<file path="src/rtl/debug_pkg.sv">
// rtl/debug_pkg.sv - shared state encoding and defaults for the debug halt controller
package debug_pkg;

  localparam int DEBOUNCE_DEFAULT = 16;

  typedef enum logic [2:0] {
    ST_RUN       = 3'd0,
    ST_HALT      = 3'd1,
    ST_STEP_PASS = 3'd2,
    ST_STEP_WAIT = 3'd3,
    ST_RESUME    = 3'd4
  } dbg_state_t;

endpackage

</file>
<file path="src/rtl/btn_edge.sv">
// rtl/btn_edge.sv - push-button conditioning: 2-flop sync, debounce, rising-edge pulse
module btn_edge #(
  parameter int DEBOUNCE_CYCLES = 16
) (
  input  logic clock,
  input  logic reset_n,
  input  logic btn,
  output logic pulse
);

  localparam int CW = $clog2(DEBOUNCE_CYCLES + 1);

  logic          sync1;
  logic          sync2;
  logic [CW-1:0] cnt;
  logic          level;
  logic          level_q;

  // Accepted level starts high so a button held through reset must first be
  // seen released before a press can register.
  always_ff @(posedge clock or negedge reset_n) begin
    if (!reset_n) begin
      sync1   <= 1'b0;
      sync2   <= 1'b0;
      cnt     <= '0;
      level   <= 1'b1;
      level_q <= 1'b1;
    end else begin
      sync1   <= btn;
      sync2   <= sync1;
      level_q <= level;
      if (sync2 == level) begin
        cnt <= '0;
      end else if (cnt == CW'(DEBOUNCE_CYCLES - 1)) begin
        level <= sync2;
        cnt   <= '0;
      end else begin
        cnt <= cnt + CW'(1);
      end
    end
  end

  assign pulse = level & ~level_q;

endmodule

</file>
<file path="src/rtl/debug_halt_ctrl.sv">
// rtl/debug_halt_ctrl.sv - breakpoint / single-step halt controller for a CPU fetch stage
module debug_halt_ctrl
  import debug_pkg::*;
#(
  parameter int DEBOUNCE_CYCLES = DEBOUNCE_DEFAULT
) (
  input  logic        clock,
  input  logic        reset_n,
  input  logic [15:0] bp_addr,
  input  logic        bp_enable,
  input  logic [15:0] pc,
  input  logic        instr_fetch,
  input  logic        step_btn,
  input  logic        run_btn,
  input  logic        halt_btn,
  output logic        cpu_halt,
  output logic        halted,
  output logic        bp_hit,
  output logic [7:0]  hit_count
);

  dbg_state_t state;
  dbg_state_t next_state;
  logic       step_p;
  logic       run_p;
  logic       halt_p;
  logic       halt_req;
  logic       match;

  btn_edge #(.DEBOUNCE_CYCLES(DEBOUNCE_CYCLES)) u_step (
    .clock(clock), .reset_n(reset_n), .btn(step_btn), .pulse(step_p)
  );
  btn_edge #(.DEBOUNCE_CYCLES(DEBOUNCE_CYCLES)) u_run (
    .clock(clock), .reset_n(reset_n), .btn(run_btn), .pulse(run_p)
  );
  btn_edge #(.DEBOUNCE_CYCLES(DEBOUNCE_CYCLES)) u_halt (
    .clock(clock), .reset_n(reset_n), .btn(halt_btn), .pulse(halt_p)
  );

  assign match = bp_enable & instr_fetch & (pc == bp_addr);

  always_comb begin
    next_state = state;
    cpu_halt   = 1'b0;
    case (state)
      ST_RUN: begin
        cpu_halt = match | halt_req;
        if (match | halt_req) next_state = ST_HALT;
      end
      ST_HALT: begin
        cpu_halt = 1'b1;
        if (run_p)       next_state = ST_RESUME;
        else if (step_p) next_state = ST_STEP_PASS;
      end
      ST_STEP_PASS: begin
        if (instr_fetch) next_state = ST_STEP_WAIT;
      end
      ST_STEP_WAIT: begin
        cpu_halt = instr_fetch;
        if (instr_fetch) next_state = ST_HALT;
      end
      // The breakpoint instruction itself must be let through once here.
      ST_RESUME: begin
        if (instr_fetch) next_state = ST_RUN;
      end
      default: next_state = ST_RUN;
    endcase
  end

  always_ff @(posedge clock or negedge reset_n) begin
    if (!reset_n) begin
      state     <= ST_RUN;
      halt_req  <= 1'b0;
      halted    <= 1'b0;
      bp_hit    <= 1'b0;
      hit_count <= 8'h00;
    end else begin
      state  <= next_state;
      halted <= (next_state == ST_HALT);
      bp_hit <= (state == ST_RUN) && match;
      if (state == ST_RUN && next_state != ST_HALT) begin
        if (halt_p) halt_req <= 1'b1;
      end else begin
        halt_req <= 1'b0;
      end
      if (state == ST_RUN && match && hit_count != 8'hFF) begin
        hit_count <= hit_count + 8'd1;
      end
    end
  end

endmodule
</file>
<file path="config.mk">
export PLATFORM = sky130hd
export DESIGN_NAME = debug_halt_ctrl
export DESIGN_NICKNAME = d
export VERILOG_FILES = /design/src/rtl/debug_pkg.sv /design/src/rtl/btn_edge.sv /design/src/rtl/debug_halt_ctrl.sv
export SDC_FILE = /design/constraint.sdc
export NUM_CORES = 1
export LEC_CHECK = 0
export CORE_ASPECT_RATIO = 0.7
export CORE_UTILIZATION = 45
export DETAILED_ROUTE_END_ITERATION = 8
export PLACE_DENSITY = 0.75
export SKIP_CTS_REPAIR_TIMING = 1
export SLEW_MARGIN = 5
export SYNTH_ARGS = -nofsm -noshare
export SYNTH_HDL_FRONTEND = slang
export SYNTH_SLANG_ARGS = --single-unit
export TNS_END_PERCENT = 30
</file>
<file path="constraint.sdc">
create_clock -name clock -period 6.7 [get_ports clock]
set_clock_uncertainty 0.2 [all_clocks]
set_input_delay 0.67 -clock clock [delete_from_list [all_inputs] [get_ports clock]]
set_output_delay 0.67 -clock clock [all_outputs]
set_load 0.02 [all_outputs]
</file>
# --- Word level (Yosys, flattened, before mapping) ---
# Cells that the tools add are included.
classes:
  addsub: 4
  mul: 0
  div_mod_pow: 0
  order_cmp: 0
  eq_ne: 15
  shift: 0
  mux: 16
  bitwise_logic: 12
  reduce_logical: 7
op_table:
  columns: ["op", "count"]
  rows:
  - ["$mux W5", 6]
  - ["$mux W3", 6]
  - ["$eq A16 B16 Y1", 1]
  - ["$add A5 B1 Y5 const B", 3]
  - ["$eq A5 B4 Y1 const B", 3]
  - ["$pmux W3 S5", 1]
  - ["$add A8 B1 Y8 const B", 1]
  - ["$ne A8 B8 Y1 const B", 1]
  - ["$eq A3 B1 Y1 const B", 2]
  - ["$eq A3 B2 Y1 const B", 2]
  - ["$not A1 Y1", 6]
  - ["$reduce_and A2 Y1", 3]
  - ["$and A1 B1 Y1", 5]
  - ["$eq A1 B1 Y1", 3]
  - ["$eq A3 B3 Y1 const B", 1]
  - ["$logic_and A1 B1 Y1", 3]
  - ["$logic_not A3 Y1", 1]
  - ["$ne A3 B1 Y1 const B", 1]
  - ["$pmux W1 S3", 1]
  - ["$mux W1", 2]
  - ["$ne A2 B2 Y1 const B", 1]
  - ["$or A1 B1 Y1", 1]
word_totals:
  ff_bits: 41
  latchBits: 0
  mem_bits_rw: 0
  rom_bits: 0
  in_bits: 39
  out_inout_bits: 11
  elab_cells: 74
  n_memories: 0

# --- Longest topological paths before layout ---
depth:
  word_depth: 8
  ltp_mapped: 6
  ltp_nobuf: 5

# --- Cells and area by module ---
# Synthesis repeated with hierarchy kept, for this count alone.
unflattened:
  cells_unflattened: 173
  area_unflattened_um2: 1959.4
by_module_without_submodules:
  columns: ["module", "n_inst", "cells_per_inst", "area_per_inst_um2", "seq_area_each_um2"]
  rows:
  - ["btn_edge", 3, 25, 341.6, 227.7]
  - ["debug_halt_ctrl", 1, 98, 934.6, 350.3]

# --- Least setup slack after synthesis ---
# Ideal clock, no wire load.
synth_timing:
  path_kind: "input-to-output"
  startpoint: "in bp_addr[12]"
  endpoint: "out cpu_halt"
  arrival_time_ns: 1.987
  required_ns: 5.830
  path_slack_ns: 3.843
  path_stages: 4
  n_path_buf: 0
  cell_sequence: "xor2_1 nor4_1 nand4_1 o211ai_1"
synth_via:
  elab_chain_cells: 4
synth_lines:
  columns: ["element", "line", "text"]
  rows:
  - ["from (decl)", "debug_halt_ctrl.sv:9", "input logic [15:0] bp_addr,"]
  - ["$eq A16 B16 Y1", "debug_halt_ctrl.sv:40", "assign match = bp_enable & instr_fetch & (pc == bp_addr);"]
  - ["$and A1 B1 Y1", "debug_halt_ctrl.sv:40", null]
  - ["$or A1 B1 Y1", "debug_halt_ctrl.sv:47", "cpu_halt = match | halt_req;"]
  - ["$pmux W1 S3", "debug_halt_ctrl.sv:45", "case (state)"]
  - ["to (decl)", "debug_halt_ctrl.sv:16", "output logic cpu_halt,"]
# Every way passes these cells.

# --- Worst setup path after layout ---
# Ends and elaborated chain as after synthesis.

==> flow_summary.toml <==
[critical_path]
crit_buf_inv = 2
critPathLaunchType = "input port"
worstPathArrival_ns = 3.03
crit_family = "buffers and inverters"
endpoint_kind = "output port"
crit_end = "cpu_halt"
cp.depth = 6
regToRegStartpoint = "state[2]$_DFF_PN0_"
worstPathRequired_ns = 5.83
r2r_slack_ns = 4.37
critPathLaunch = "bp_addr[12]"
critPathMaxFanout = 10
cp_slowest_cell = "clkdlybuf4s50_1"
critPathMostFrequentCell = "clkdlybuf4s50_1"
cp_cell_sequence = "clkdlybuf4s50_1 > xor2_1 > nor4_1 > nand4_1 > o211ai_1 > clkdlybuf4s50_1"
r2r-end = "hit_count[6]$_DFFE_PN0P_"
slowest_delay_ns = 0.64
ff2ff_path_depth = 5
critPathKind = "input port to output port"

[clocking]
path_clk_slew_ns = 0.08
h-tree-depth = 2
clockBufferDepth = 2
cts_made_buffers = 5
clkSinkCount = 41
worstSkewPairLatency_ns = 0.29
cts_root_buf = "clkbuf_8"
tritoncts = "built"

[timing]
tns_ns = 0
maxSlewViolCount = 0
hold_ws_ns = 0.1530
slew_headroom = 0.4252
setup_viol = 0
finalHoldViolations = 0
rsz0062_at_grt = "false"
fin_crit_sh = 0.5828
layout_min_cycle_time_ns = 3.905
max_freq_mhz = 256.1
worstMarginPinSlew_ns = 0.8621

[floorplan]
die_h_um = 56.43
design.die.area_um2 = 4500
rows = 19
ios = 50
die_w_um = 79.75
initial_core_util = 0.4768
core_area_um2 = 3994

[placed_design]
io_buffers = 49
place_congestion = 0.8508
dp.cells = 257
hpwl_um = 2664

[pwr]
cellLeakagePower_uw = 0.001148
power.density_nw_per_um2 = 185.0
power_frac_seq = 0.553
power_frac_comb = 0.116
p_sw_frac = 0.2335
pwr-share-clk = 0.331
intPower_uw = 360.0
vdd_drop_max_v = 0.0001292
p_sw_uw = 109.7

[route]
drt_iter0_drc = 50
dr.pass1.iters = 4
drtAntennaViolNets = 0
vias_per_cell = 5.068
drc = 0
wl_um = 3462
avgRoutedWirePerCell_um = 13.06
vias = 1343

[synthesis]
netlist_instances = 157
synth-adder-area-share = 0.02628
synthSimpleGateAreaFrac = 0.2050
synth.area.top_cells = "dfrtp_1 (46%), xor2_1 (14%), dfstp_2 (8.3%)"
ys_ff_latch = 41
avgSynthCellArea_um2 = 12.13
syn-num-nets = 200
synth.most_common_cell = "dfrtp_1"
synth-main-ff-cell = "dfrtp_1"
yosys-top-cells-count = "dfrtp_1 (35), xor2_1 (30), nor2_1 (17)"
synth-edff-count = 0
synth_top_area_frac = 0.4599
yosysTopAreaCell = "dfrtp_1"
yosys_warnings = 0
synth_xor_xnor_area_share = 0.1426
netlist-cell-type-count = 33
synth_compound_area_frac = 0.03811
synthArstFlopShare = 1.000
yosysSeqAreaShare = 0.5427
synth_top_family_by_area = "simple AND/OR/NAND/NOR gates"
syn_area_um2 = 1904
synthMuxAreaShare = 0.03548

[grt]
grt_max_degree = 42
overflow = 0
grt_antenna_before_repair = 0
grt_pass1_wl_um = 6037
grt_usage = 0.1785
grt_pass1_vias = 1382

[min_path]
min_path_type = "register to register"

[outcome]
status = "finished clean"

[final_layout]
finalNonFillerCells = 265
nets = 255
syn2layout_area_growth_pct = 33.31
n_antenna_cell = 0
layout-drive-gt1-share = 0.1362

[job]
cap_violations = 0
## layout make-up
type	instances	area, um2
fill	297	1455
clock inverter	2	15.01
clock buffer	6	72.57
inverter	4	15.01
sequential	41	1033
multi-input combinational	111	852.1
timing repair buffer	49	485.5
tap	52	65.06
## cell families (layout without fill, tap and decap cells)
| group | after synthesis | in the layout |
|---|---|---|
| adders and majority gates | 4 | 4 |
| DFF | 41 | 41 |
| muxes | 6 | 6 |
| xor gates and xnor gates | 31 | 31 |
| AOI/OAI and AO/OA | 11 | 11 |
| buffers and inverters | 5 | 61 |
| and+or+nand+nor | 59 | 59 |
## flip-flops by register name, summed over array words and instances (netlist names), 3 cells and up
signal / count
hit_count: 8
u_run.cnt: 5
u_step.cnt: 5
u_halt.cnt: 5
state: 3
## power by group through the flow
stage / clock, uW / combinational (uW) / sequential, uW
CTS: 160 / 55.3 / 260
finish: 155 / 54.4 / 260
global placement: 0 / 52.8 / 264
detailed placement: 0 / 55.1 / 264
floorplan: 0 / 20.6 / 264
global route: 171 / 60.5 / 261
## per-layer routing
| layer | global-route usage | wire length [um] | vias to the layer above | share of wire |
|---|---|---|---|---|
| li1 | - | - | 655 | - |
| met1 | 0.2442 | 1682 | 661 | 0.49 |
| met2 | 0.2662 | 1607 | 23 | 0.46 |
| met3 | 0.05366 | 129 | 4 | 0.037 |
| met4 | 0.06888 | 44 | 0 | 0.013 |
| met5 | 0 | 0 | - | 0 |
## cell usage in the layout (no fill, tap or decap), types with 2 or more instances in the layout
master | synthesis | routed
xor2_1 | 30 | 30
and3_1 | 7 | 7
nand2b_1 | 2 | 2
clkinvlp_4 | 0 | 2
dfstp_2 | 6 | 6
and2_1 | 3 | 3
mux2_2 | 5 | 5
nand3_1 | 9 | 9
clkbuf_8 | 0 | 5
nor4_1 | 4 | 4
inv_1 | 4 | 4
nor4_2 | 2 | 2
dfrtp_1 | 35 | 35
a22oi_1 | 2 | 2
ha_1 | 4 | 4
nor2b_1 | 3 | 3
o21ai_0 | 5 | 5
nor4b_2 | 3 | 3
clkdlybuf4s50_1 | 0 | 48
nor2_1 | 17 | 17
## worst min path at each step
stage / startpoint / endpoint / slack, ns / depth (start not counted)
after floorplan: u_halt.sync1$_DFF_PN0_ / u_halt.sync2$_DFF_PN0_ / 0.13 / 0
after global placement: u_step.sync1$_DFF_PN0_ / u_step.sync2$_DFF_PN0_ / 0.14 / 0
after CTS: u_step.sync1$_DFF_PN0_ / u_step.sync2$_DFF_PN0_ / 0.16 / 0
after detailed placement: u_step.sync1$_DFF_PN0_ / u_step.sync2$_DFF_PN0_ / 0.14 / 0
after global routing: u_step.sync1$_DFF_PN0_ / u_step.sync2$_DFF_PN0_ / 0.16 / 0
final: u_step.sync1$_DFF_PN0_ / u_step.sync2$_DFF_PN0_ / 0.15 / 0
## metrics by stage
stage | area [um2] | util | total power, uW | setup slack, ns
global placement | 2451 | 0.6137 | 316.7 | 2.867
finish | 2539 | 0.6357 | 469.7 | 2.795
detailed placement | 2451 | 0.6137 | 319.5 | 2.821
floorplan | 1904 | - | 284.4 | 3.843
global route | 2539 | 0.6357 | 492.5 | 2.553
CTS | 2539 | 0.6357 | 475.4 | 2.823
Power figures use the tool's default switching activity.
==> variant (same flow settings) <==
Register the input `run_btn` before use, without a reset. The logic sees it one clock later. The other inputs are not delayed to match.
--- a/src/rtl/debug_halt_ctrl.sv
+++ b/src/rtl/debug_halt_ctrl.sv
@@ -20,4 +20,10 @@
 );
 
+  logic run_btn_q;
+
+  always_ff @(posedge clock) begin
+    run_btn_q <= run_btn;
+  end
+
   dbg_state_t state;
   dbg_state_t next_state;
@@ -32,5 +38,5 @@
   );
   btn_edge #(.DEBOUNCE_CYCLES(DEBOUNCE_CYCLES)) u_run (
-    .clock(clock), .reset_n(reset_n), .btn(run_btn), .pulse(run_p)
+    .clock(clock), .reset_n(reset_n), .btn(run_btn_q), .pulse(run_p)
   );
   btn_edge #(.DEBOUNCE_CYCLES(DEBOUNCE_CYCLES)) u_halt (
Behaviour: same outputs for any inputs over 10 cycles, from zero or initial values and one cycle with reset_n low; that may be too few to reach the edited logic, so the function may still have changed.
==> variant against the unedited design <==
- sequential cell count rose by 1
- final cell count rose by 3.4%
- synthesized cell count rose by 6.4%
- via count rose by 4.6%
- non-clock buffer count did not move
- sequential power rose by 3%
- synthesized area rose by 2.3%
- routed wire length rose by 13%
- final area rose by 2.2%
- setup slack got worse by 0.14 ns
- critical endpoint unchanged
- power rose by 11%
==> variant: results (changes against the unedited design) <==
| Metric | Value |
|---|---|
| Synth Area in Compound Gates | `3.73% (-0.086 points)` |
| Layout cell share with drive strength beyond 1 | `12.2% (-1.5 points)` |
| P_leak | `1.19 nW (+3.4%)` |
| Commonest cells in the netlist | `dfrtp_1, xor2_1, nor2_1` |
| Async SR Flop Fraction | `97.6% (-2.4 points)` |
| Final net count | `264 (+3.5%)` |
| Post-placement cell area | `2480 sq um (+1.3%)` |
| XOR/XNOR Fraction of Synth Area | `13.5% (-0.77 points)` |
| Synth cell types | `37 (+12%)` |
| Mux contribution to synthesized area | `3.47% (-0.080 points)` |
| DP HPWL | `3080 microns (+16%)` |
| Min-delay src | `run_btn_q` |
| Slew headroom | `42.6% (+0.095 points)` |
| Largest net degree at the start of global routing | `42 (unchanged)` |
| Setup slack, reg-to-reg | `4.33 ns (-0.04 ns)` |
| CP Launch Point | `bp_addr[13]` |
| Ant diodes | `0 (unchanged)` |
| Largest cells by area after synthesis | `dfrtp_1, xor2_1, dfstp_2` |
| Post-synthesis sequential area ratio | `54.1% (-0.19 points)` |
| Top cell type's share of synthesized area | `45.0% (-1.0 points)` |
| Fill count | `308 (+3.7%)` |
| CP endpoint | `cpu_halt` |
| Overall Global Routing Usage | `19.2% (+1.4 points)` |
| H-tree depth | `2 (unchanged)` |
| Mapped Nets | `210 (+5.0%)` |
| Placer Congestion | `0.782 (-8.1%)` |
| DRT Pass-1 Iters | `4 (unchanged)` |
| Critical Path AT | `3.18 ns (+0.15 ns)` |
| Vias per inst | `5.13 (+1.2%)` |
| First-pass GRT wire length | `6470 microns (+7.1%)` |
| DRT iter0 DRCs | `89 (+78%)` |
| Hold_ws | `0.132 ns (-0.0215 ns)` |
| Outcome | `complete, no violations` |
| Critical path fanouts, max | `8 (-2)` |
| Worst hold endpoint | `u_run.sync1` |
| Final wirelength | `3910 microns (+13%)` |
| Adder-cell share of the synthesized area | `2.57% (-0.059 points)` |
| Worst R2R End | `hit_count[7]` |
| Synth warnings | `0 (unchanged)` |
| Maximum vdd drop | `0.000171 V (+32%)` |
| Vias in the first global route | `1,444 (+4.5%)` |
## variant: changes by cell type after synthesis, sizes merged, moves of 2 or more
| cell | unedited run | this run |
|---|---|---|
| or2 | 0 | 2 |
| and3 | 7 | 4 |
| nand2 | 1 | 3 |
| nor4b | 3 | 1 |
| nor3 | 2 | 4 |
| a21oi | 1 | 5 |
## variant: layer usage
| layer | routed length, microns | up-vias | global-route usage (%) | share of wire (%) |
|---|---|---|---|---|
| met2 | 1860 | 42 | 33.9 | 48 |
| li1 | - | 680 | - | - |
| met4 | 54 | 0 | 7.65 | 1.4 |
| met1 | 1620 | 679 | 21.1 | 42 |
| met3 | 369 | 4 | 6.88 | 9.4 |
| met5 | 0 | - | 0 | 0 |
## variant: metrics by stage
stage,instances,utilization (%),worst slack [ns]
finish,274,64.2,2.65
global route,274,64.2,2.43
CTS,274,64.2,2.61
detailed placement,266,61.5,2.63
global placement,266,61.5,2.71
floorplan,167,-,3.85
## variant: area by class of cell
| type | count | share of cell area (%) |
|---|---|---|
| repair buffers | 49 | 18.7 |
| flip-flops and latches | 42 | 40.6 |
| multi-input cells | 118 | 33.2 |
| inverters | 5 | 0.724 |
| well taps | 52 | 2.51 |
| clock buffers | 6 | 2.80 |
| clock inverters | 2 | 1.45 |
## variant: power breakdown
part | switching, mW | internal (mW) | leakage, nW
combinational | 0.0247 | 0.0334 | 0.607
clock | 0.0835 | 0.111 | 0.0514
sequential | 0.00629 | 0.261 | 0.528
## variant: critical path, stage by stage
cell and delay (ns):
clkdlybuf4s50_1 0.41, xor2_1 0.16, nor4_1 0.34, nand4_1 0.45, or2_1 0.42, o21ai_1 0.10
clkdlybuf4s50_1 0.61
